`config.mk`:
```
export PLATFORM = sky130hd
export DESIGN_NAME = time_set_controller
export DESIGN_NICKNAME = d
export VERILOG_FILES = /design/src/rtl/time_pkg.sv /design/src/rtl/time_set_controller_rise_detect.sv /design/src/rtl/time_set_controller.sv
export SDC_FILE = /design/constraint.sdc
export NUM_CORES = 1
export LEC_CHECK = 0
export CORE_MARGIN = 10
export CORE_UTILIZATION = 25
export DETAILED_ROUTE_END_ITERATION = 6
export PLACE_DENSITY_LB_ADDON = 0.05
export SYNTH_ARGS = -nofsm -noshare
export SYNTH_HDL_FRONTEND = slang
export SYNTH_SLANG_ARGS = --single-unit
```
`constraint.sdc`:
```
create_clock -name clk -period 4.9 [get_ports clk]
set_input_delay 0.49 -clock clk [delete_from_list [all_inputs] [get_ports clk]]
set_output_delay 0.49 -clock clk [all_outputs]
set_load 0.005 [all_outputs]
```
`src/rtl/time_pkg.sv`:
```
// Shared encodings, widths and wrap helpers for the time-of-day / alarm controller.
package time_pkg;

  localparam int HH_W = 5;
  localparam int MM_W = 6;
  localparam logic [MM_W-1:0] SEC_MAX = 6'd59;

  typedef enum logic [1:0] {
    MODE_RUN       = 2'd0,
    MODE_SET_TIME  = 2'd1,
    MODE_SET_ALARM = 2'd2
  } mode_e;

  // Minutes and seconds share the same 0..59 wrap.
  function automatic logic [MM_W-1:0] inc_sexa(input logic [MM_W-1:0] v);
    return (v >= SEC_MAX) ? 6'd0 : v + 6'd1;
  endfunction

  function automatic logic [HH_W-1:0] inc_hour(input logic [HH_W-1:0] v,
                                               input logic [HH_W-1:0] v_max);
    return (v >= v_max) ? 5'd0 : v + 5'd1;
  endfunction

endpackage

```
`src/rtl/time_set_controller_rise_detect.sv`:
```
// Rising-edge detector for a debounced button level; the press pulse is registered
// so it appears one clk after the level rises and lasts exactly one clk.
module rise_detect (
  input  logic clk,
  input  logic rst_n,
  input  logic i_level,
  output logic o_press
);

  logic r_prev;
  logic r_press;

  // History flop and registered press pulse.
  always_ff @(posedge clk or negedge rst_n) begin
    if (!rst_n) begin
      r_prev  <= 1'b0;
      r_press <= 1'b0;
    end else begin
      r_prev  <= i_level;
      r_press <= i_level & ~r_prev;
    end
  end

  assign o_press = r_press;

endmodule

```
`src/rtl/time_set_controller.sv`:
```
// Mode FSM, time-of-day counter, alarm registers and alarm ring control behind
// the button debouncer.
module time_set_controller
  import time_pkg::*;
#(
  parameter int HOURS_MAX = 23,
  parameter int RING_SECS = 60
) (
  input  logic            clk,
  input  logic            rst_n,
  input  logic            tick_1hz,
  input  logic            hours_in,
  input  logic            minutes_in,
  input  logic            mode_in,
  input  logic            enable_a_in,
  output logic [HH_W-1:0] time_hh,
  output logic [MM_W-1:0] time_mm,
  output logic [MM_W-1:0] time_ss,
  output logic [HH_W-1:0] alarm_hh,
  output logic [MM_W-1:0] alarm_mm,
  output logic [1:0]      mode,
  output logic            alarm_armed,
  output logic            alarm_ring
);

  localparam logic [HH_W-1:0] HH_MAX_C = HH_W'(HOURS_MAX);
  localparam logic [7:0]      RING_C   = 8'(RING_SECS);

  logic w_p_hr, w_p_mn, w_p_md, w_p_en;

  rise_detect u_rd_hr (.clk(clk), .rst_n(rst_n), .i_level(hours_in),    .o_press(w_p_hr));
  rise_detect u_rd_mn (.clk(clk), .rst_n(rst_n), .i_level(minutes_in),  .o_press(w_p_mn));
  rise_detect u_rd_md (.clk(clk), .rst_n(rst_n), .i_level(mode_in),     .o_press(w_p_md));
  rise_detect u_rd_en (.clk(clk), .rst_n(rst_n), .i_level(enable_a_in), .o_press(w_p_en));

  mode_e           r_mode;
  logic [HH_W-1:0] r_hh, r_ahh;
  logic [MM_W-1:0] r_mm, r_ss, r_amm;
  logic            r_armed, r_ring;
  logic [7:0]      r_ring_cnt;

  logic [HH_W-1:0] w_hh_nxt, w_ahh_nxt;
  logic [MM_W-1:0] w_mm_nxt, w_ss_nxt, w_amm_nxt;
  logic            w_enter_set;
  logic            w_match, w_ring_start, w_dismiss;
  logic            w_armed_nxt, w_ring_nxt;
  logic [7:0]      w_ring_cnt_inc, w_ring_cnt_nxt;

  // Time-of-day next value: edited in SET_TIME, otherwise counted by the 1 Hz tick.
  always_comb begin
    w_hh_nxt = r_hh;
    w_mm_nxt = r_mm;
    w_ss_nxt = r_ss;
    if (r_mode == MODE_SET_TIME) begin
      w_ss_nxt = 6'd0;
      if (w_p_hr) w_hh_nxt = inc_hour(r_hh, HH_MAX_C);
      else        w_hh_nxt = r_hh;
      if (w_p_mn) w_mm_nxt = inc_sexa(r_mm);
      else        w_mm_nxt = r_mm;
    end else if (tick_1hz) begin
      w_ss_nxt = inc_sexa(r_ss);
      if (r_ss == SEC_MAX) begin
        w_mm_nxt = inc_sexa(r_mm);
        if (r_mm == SEC_MAX) w_hh_nxt = inc_hour(r_hh, HH_MAX_C);
        else                 w_hh_nxt = r_hh;
      end else begin
        w_mm_nxt = r_mm;
        w_hh_nxt = r_hh;
      end
    end else begin
      w_hh_nxt = r_hh;
      w_mm_nxt = r_mm;
      w_ss_nxt = r_ss;
    end
  end

  // Alarm time is only editable in SET_ALARM.
  always_comb begin
    w_ahh_nxt = r_ahh;
    w_amm_nxt = r_amm;
    if (r_mode == MODE_SET_ALARM) begin
      if (w_p_hr) w_ahh_nxt = inc_hour(r_ahh, HH_MAX_C);
      else        w_ahh_nxt = r_ahh;
      if (w_p_mn) w_amm_nxt = inc_sexa(r_amm);
      else        w_amm_nxt = r_amm;
    end else begin
      w_ahh_nxt = r_ahh;
      w_amm_nxt = r_amm;
    end
  end

  // Arm toggle and ring control; any press dismisses, and a dismiss beats a ring start.
  always_comb begin
    w_enter_set    = (r_mode == MODE_RUN) && w_p_md;
    w_match        = (w_hh_nxt == r_ahh) && (w_mm_nxt == r_amm) && (w_ss_nxt == 6'd0);
    w_ring_start   = (r_mode == MODE_RUN) && r_armed && tick_1hz && w_match;
    w_dismiss      = w_p_hr | w_p_mn | w_p_md | w_p_en;
    w_ring_cnt_inc = r_ring_cnt + 8'd1;
    w_ring_nxt     = r_ring;
    w_ring_cnt_nxt = r_ring_cnt;
    if (w_p_en && !r_ring) w_armed_nxt = ~r_armed;
    else                   w_armed_nxt = r_armed;
    if (w_dismiss || !w_armed_nxt || (r_mode != MODE_RUN)) begin
      w_ring_nxt = 1'b0;
    end else if (w_ring_start) begin
      w_ring_nxt     = 1'b1;
      w_ring_cnt_nxt = 8'd0;
    end else if (r_ring && tick_1hz) begin
      w_ring_cnt_nxt = w_ring_cnt_inc;
      if (w_ring_cnt_inc == RING_C) w_ring_nxt = 1'b0;
      else                          w_ring_nxt = 1'b1;
    end else begin
      w_ring_nxt     = r_ring;
      w_ring_cnt_nxt = r_ring_cnt;
    end
  end

  // Mode FSM plus all time/alarm/ring state registers.
  always_ff @(posedge clk or negedge rst_n) begin
    if (!rst_n) begin
      r_mode     <= MODE_RUN;
      r_hh       <= 5'd0;
      r_mm       <= 6'd0;
      r_ss       <= 6'd0;
      r_ahh      <= 5'd0;
      r_amm      <= 6'd0;
      r_armed    <= 1'b0;
      r_ring     <= 1'b0;
      r_ring_cnt <= 8'd0;
    end else begin
      if (w_p_md) begin
        case (r_mode)
          MODE_RUN:       r_mode <= MODE_SET_TIME;
          MODE_SET_TIME:  r_mode <= MODE_SET_ALARM;
          MODE_SET_ALARM: r_mode <= MODE_RUN;
          default:        r_mode <= MODE_RUN;
        endcase
      end else begin
        r_mode <= r_mode;
      end
      r_hh       <= w_hh_nxt;
      r_mm       <= w_mm_nxt;
      r_ss       <= w_enter_set ? 6'd0 : w_ss_nxt;
      r_ahh      <= w_ahh_nxt;
      r_amm      <= w_amm_nxt;
      r_armed    <= w_armed_nxt;
      r_ring     <= w_ring_nxt;
      r_ring_cnt <= w_ring_cnt_nxt;
    end
  end

  assign time_hh     = r_hh;
  assign time_mm     = r_mm;
  assign time_ss     = r_ss;
  assign alarm_hh    = r_ahh;
  assign alarm_mm    = r_amm;
  assign mode        = r_mode;
  assign alarm_armed = r_armed;
  assign alarm_ring  = r_ring;

endmodule
```
Word-level counts from Yosys, hierarchy flattened --
Index checks and enable logic that the tools add are counted. Widths: inputs -> output; s select.
Word-level totals: bits of input ports 7, output and inout port bits 32, register bits after elaboration 48, logic and storage cells 93
Operators by class: bitwise operators 13, magnitude comparators 5, reductions and logical operators 20, eq/ne operators 7, mux-type cells 25, add/subtract/negate cells 6
Operators with widths (count):
- $mux 6 | 10
- $mux 5 | 7
- $add 6x1->6 const B | 3
- $ge 6x6->1 const B | 3
- $mux 8 | 2
- $eq 6x6->1 const B | 2
- $add 5x1->5 const B | 2
- $ge 5x5->1 const B | 2
- $add 8x1->8 const B | 1
- $eq 8x6->1 const B | 1
- $logic_and 1x1->1 | 8
- $eq 6x6->1 | 1
- $logic_not 6->1 | 1
- $not 1->1 | 6
- $reduce_and 2->1 | 3
- $eq 5x5->1 | 1
- $mux 1 | 5
- $and 1x1->1 | 4
- $pmux 2 s2 | 1
- $reduce_bool 2->1 | 2
- $or 1x1->1 | 3
- $reduce_bool 3->1 | 1
- $eq 2x1->1 const B | 1
- $eq 2x2->1 const B | 1
- other kinds (3) | 5

Depth between registers and ports, before layout --
word-level depth 12, gate-level depth with buffers 10, mapped depth without buffers 9

Cells and area by module --
From an unflattened synthesis, not the netlist that was laid out.
Second synthesis, totals: cells, all modules 288, area total of the unflattened synthesis 2757.6 um2
Modules (own cells, without submodules):
- time_set_controller | area each 2502.4 um2, times used 1, seq. area each 1001.0 um2, cells each 276
- rise_detect | area each 63.8 um2, times used 4, seq. area each 50.0 um2, cells each 3

Least setup slack after synthesis --
OpenSTA, ideal clock, no wires.
path kind register to register, start point reg r_ss[0] (netlist: time_ss[0]), end point reg r_ring_cnt[6], buffers on the path 1, stages on the path, launching flop included 11, setup time 125 ps, path slack 2041 ps, data arrival time 2734 ps, data required time 4775 ps, clock period less this slack 2859 ps, cell sequence dfrtp_1 ha_1 nand3b_4 or3_4 o21ai_4 mux2i_1 xnor2_1 or4b_1 buf_2 o211ai_1 o21ai_2
Between the ends: word-level cells in the longest chain between the ends 10, elaborated cells on any way between the ends 21, classes of those cells add/sub (1); order compare (1); eq/ne (3); mux (10); reduce/logical (6)
RTL lines:
- start: declaration | line time_set_controller.sv:38 | logic [MM_W-1:0] r_mm, r_ss, r_amm;
- start signal: assignment | line time_set_controller.sv:143 | r_ss <= w_enter_set ? 6'd0 : w_ss_nxt;
- branches (longest 6 deep; another with $add 6x1->6)
- $logic_and 1x1->1 * | line time_set_controller.sv:95 | w_match = (w_hh_nxt == r_ahh) && (w_mm_nxt == r_amm) && (w_ss_nxt == 6'd0);
- $logic_and 1x1->1 * | line time_set_controller.sv:96 | w_ring_start = (r_mode == MODE_RUN) && r_armed && tick_1hz && w_match;
- $reduce_bool 2->1 (no source line)
- $reduce_and 2->1 (no source line)
- end signal: assignment | line time_set_controller.sv:148 | r_ring_cnt <= w_ring_cnt_nxt;
- end: declaration | line time_set_controller.sv:40 | logic [7:0] r_ring_cnt;
Every way passes the cells marked *. A chain may end at the register's enable or synchronous reset.

Worst setup path after layout --
start point in tick_1hz, end point reg r_ring_cnt[0]
Between the ends: word-level cells in the longest chain between the ends 8, elaborated cells on any way between the ends 17, classes of those cells eq/ne (2); mux (7); reduce/logical (8)
RTL lines:
- start: declaration | line time_set_controller.sv:11 | input logic tick_1hz,
- $mux 6 or $mux 5 (tied branches) | line time_set_controller.sv:60 | end else if (tick_1hz) begin
- $mux 6 or $mux 5 (tied branches) | line time_set_controller.sv:54 | if (r_mode == MODE_SET_TIME) begin
- $eq 6x6->1 or $eq 5x5->1 (tied branches) | line time_set_controller.sv:95
- $logic_and 1x1->1 (2 in a row) | line time_set_controller.sv:95
- $logic_and 1x1->1 | line time_set_controller.sv:96
- $reduce_bool 2->1 (no source line)
- $reduce_and 2->1 (no source line)
Several ways; a longest one is shown, not always the timed one.

==> impl_metrics.csv <==
group,metric,value,unit
flow_run,cap_violations,0,
die,die_h,130,um
synth,ys_warn_count,0,
worst_hold_path,min_path_type,"primary input to async pin",
clock_network,hold_buffers,0,
synth,synth_cells,323,
setup_path,crit_path_end_kind,"flop",
die,coreArea,11900,um^2
timing,max_freq,297,MHz
synth,yosys-top-cells-area,"dfrtp_1 (40%), nand2_1 (5.1%), o21ai_0 (3.8%)",
clock_network,cts_inserted_buffers,5,
clock_network,cts.repair.resized,0,
synth,ys_seq_elements,48,
clock_network,clk_latency,0.29,ns
grt,grtUsageTotal,10.1,%
synth,synth_top_flop_cell,"dfrtp_1",
finish,fin_area,3660,um^2
timing,period_share,68.7,%
setup_path,r2r-end,"r_ring_cnt[0]$_DFFE_PN0P_",
clock_network,h-tree-depth,2,
die,rows,40,
finish,nNetsFinal,371,
synth,synth.most_common_cell,"dfrtp_1",
clock_network,cts_setup_buffers,0,
grt,grt_max_degree,49,
drt,via_count,2501,
setup_path,reg2reg_slack,1.54,ns
power,p_leak,1.50,nW
synth,synth_top_area_share,39.8,%
timing,worst_pin_slew,0.685,ns
setup_path,path_cells,"clkdlybuf4s50_1 -> buf_4 -> nand3b_4 -> or3_4 -> o21ai_4 -> mux2_2 -> xor2_1 -> nand4_2 -> and4b_1 -> o22ai_2",
grt,antenna_found_initial,0,
drt,avgViaCountPerCell,4.95,
timing,final_max_slew_viol_count,0,
timing,min_period,3.37,ns
setup_path,start_kind,"primary input",
die,pin_count,39,
setup_path,worst-r2r-cell-count,9,
synth,synth_top_area_cell,"dfrtp_1",
setup_path,path_max_fanout,13,
placement,place_hpwl,6.10,mm
setup_path,slowest_delay,0.64,ns
drt,remaining_drc_errors,0,
drt,routedWlPerCell,16.3,um
setup_path,worstSetupStartpoint,"tick_1hz",
timing,hold_viol,0,
finish,drive_gt1_share,12.0,%
drt,totalWireLength,8.24,mm
synth,syn_avg_cell_area,9.35,um^2
grt,grt_pass1_wl,13.7,mm
grt,grt-ovfl-total,0,
placement,placed_area,3510,um^2
timing,finalSetupViolations,0,
finish,multi_input_area,1700,um^2
setup_path,slowest_stage,"and4b_1",
die,start_util,25.4,%
synth,synth.distinct_cells,68,
die,die_w,130,um
clock_network,clk_path_buf_depth,2,
finish,syn2layout_area_growth,21.2,%
clock_network,cts_tree,"done",
setup_path,rr_startpoint,"time_ss[0]$_DFF_PN0_",
die,die_area,16900,um^2
status,outcome,"finished clean",
timing,fin_skew,0.00626,ns
synth,synth-seq-area-share,39.8,%
synth,synth_edf_count,0,
placement,gp_congestion,0.804,
synth,syn_nets,337,
power,peakVddDrop,0.147,mV
placement,io_buffers,38,
drt,drt_iter0_markers,171,
clock_network,path_clk_slew,0.07,ns
finish,seqCellArea,1200,um^2
setup_path,crit_path_end,"r_ring_cnt[0]$_DFFE_PN0P_",
timing,rsz0062_at_grt,"no",
grt,grt_pass1_vias,2521,
timing,setup-tns-final,0,ns
setup_path,crit_required,5.05,ns
finish,nFillCells,1290,
synth,netlist_area,3020,um^2
clock_network,numClockSinks,48,
setup_path,cp.arrival,3.52,ns
power,pwr_density_cell,448,nW/um^2
finish,antenna_cells,0,
drt,drt-pass1-iter-count,4,
synth,synth_top_cells_by_count,"dfrtp_1 (48), nand2_1 (41), nor2_1 (26)",
timing,relSlewSlack,54.4,%
synth,synthArstFlopShare,100,%
clock_network,root_buffer,"clkbuf_16",
setup_path,worstSetupPathType,"primary input to flop",
drt,ant_nets,0,
## kinds of logic after synthesis
group | Yosys count | share of synthesized area [%]
simple gates | 145 | 27.5
xor+xnor | 16 | 4.64
mux | 8 | 2.98
buf+inv | 21 | 3.89
flops | 48 | 39.8
fa+ha+maj | 8 | 3.23
compound gates | 77 | 18.1
## per-layer routing
| layer | vias up | part of all wire [%] | global-route usage [%] |
|---|---|---|---|
| met5 | - | 0 | 0 |
| met4 | 0 | 0.58 | 2.05 |
| met3 | 4 | 5.1 | 2.76 |
| met2 | 48 | 47 | 16.5 |
| met1 | 1204 | 48 | 13.0 |
| li1 | 1245 | - | - |
## where the power goes
group | internal (mW) | total (mW) | switching (mW)
combinational | 0.323 | 0.640 | 0.317
sequential | 0.472 | 0.638 | 0.166
clock | 0.203 | 0.362 | 0.159
## per-stage QoR
stage               util, %  cells  power, mW  hold slack [ns]  setup WS, ns
finish                 30.7    505       1.64            0.325          1.53
global route           30.7    505       1.78            0.375          1.23
CTS                    30.7    505       1.68            0.353          1.46
detailed placement     29.5    497       1.30            0.383          1.17
global placement       29.5    497       1.31            0.383          1.20
floorplan                 -    323      0.997            0.194          2.04
## how the worst min path moves through the flow
stage | start | slack [ns] | cells after the start | endpoint
3_3_place_gp | u_rd_en.r_prev$_DFF_PN0_ | 0.38 | 1 | u_rd_en.o_press$_DFF_PN0_
2_1_floorplan | rst_n | 0.19 | 0 | alarm_armed$_DFF_PN0_
4_1_cts | rst_n | 0.35 | 2 | alarm_hh[0]$_DFFE_PN0P_
6_report | rst_n | 0.33 | 2 | alarm_hh[0]$_DFFE_PN0P_
3_5_place_dp | u_rd_mn.r_prev$_DFF_PN0_ | 0.38 | 1 | u_rd_mn.o_press$_DFF_PN0_
5_1_grt | rst_n | 0.38 | 2 | alarm_hh[0]$_DFFE_PN0P_
## sequential cells by signal (all words and copies together) (netlist names)
register	count
u_rd_mn.o_press	1
u_rd_md.o_press	1
u_rd_hr.o_press	1
mode	2
u_rd_mn.r_prev	1
u_rd_hr.r_prev	1
time_mm	6
time_hh	5
u_rd_en.o_press	1
alarm_mm	6
u_rd_md.r_prev	1
alarm_armed	1
alarm_hh	5
time_ss	6
r_ring_cnt	8
u_rd_en.r_prev	1
alarm_ring	1
## final cells by class
cell class	count	area share [%]
clock inverters	2	0.410
multi-input cells	254	46.5
clock buffers	6	3.79
flip-flops and latches	48	32.8
repair buffers	40	10.7
well taps	147	5.02
inverters	8	0.820
## critical path, delay by kind of cell
family,cells,cell delay (ns)
AOI/OAI and AO/OA,2,0.36
xor gates and xnor gates,1,0.24
buffers and inverters,2,0.67
muxes,1,0.38
and+or+nand+nor,4,1.38
## placed cells by master, fill, tap and decap left out, types with 3 or more instances in the layout
master / instances
a21oi_1: 11
and3_2: 3
o211ai_1: 3
o21ai_0: 23
nand2b_1: 3
dfrtp_1: 48
nor4_1: 3
nor2_1: 26
and3_1: 8
o21ai_2: 7
xnor2_1: 9
nand3_1: 12
ha_1: 7
nand2_1: 41
mux2_2: 4
xor2_1: 7
and2_1: 4
nor3_1: 4
nor2b_1: 8
nor4b_1: 3
inv_1: 8
clkbuf_16: 5
nand4_1: 8
nand3b_1: 3
a31oi_1: 5
clkdlybuf4s50_1: 37
mux2i_1: 3
No activity file was read; power rests on OpenSTA's default activity.
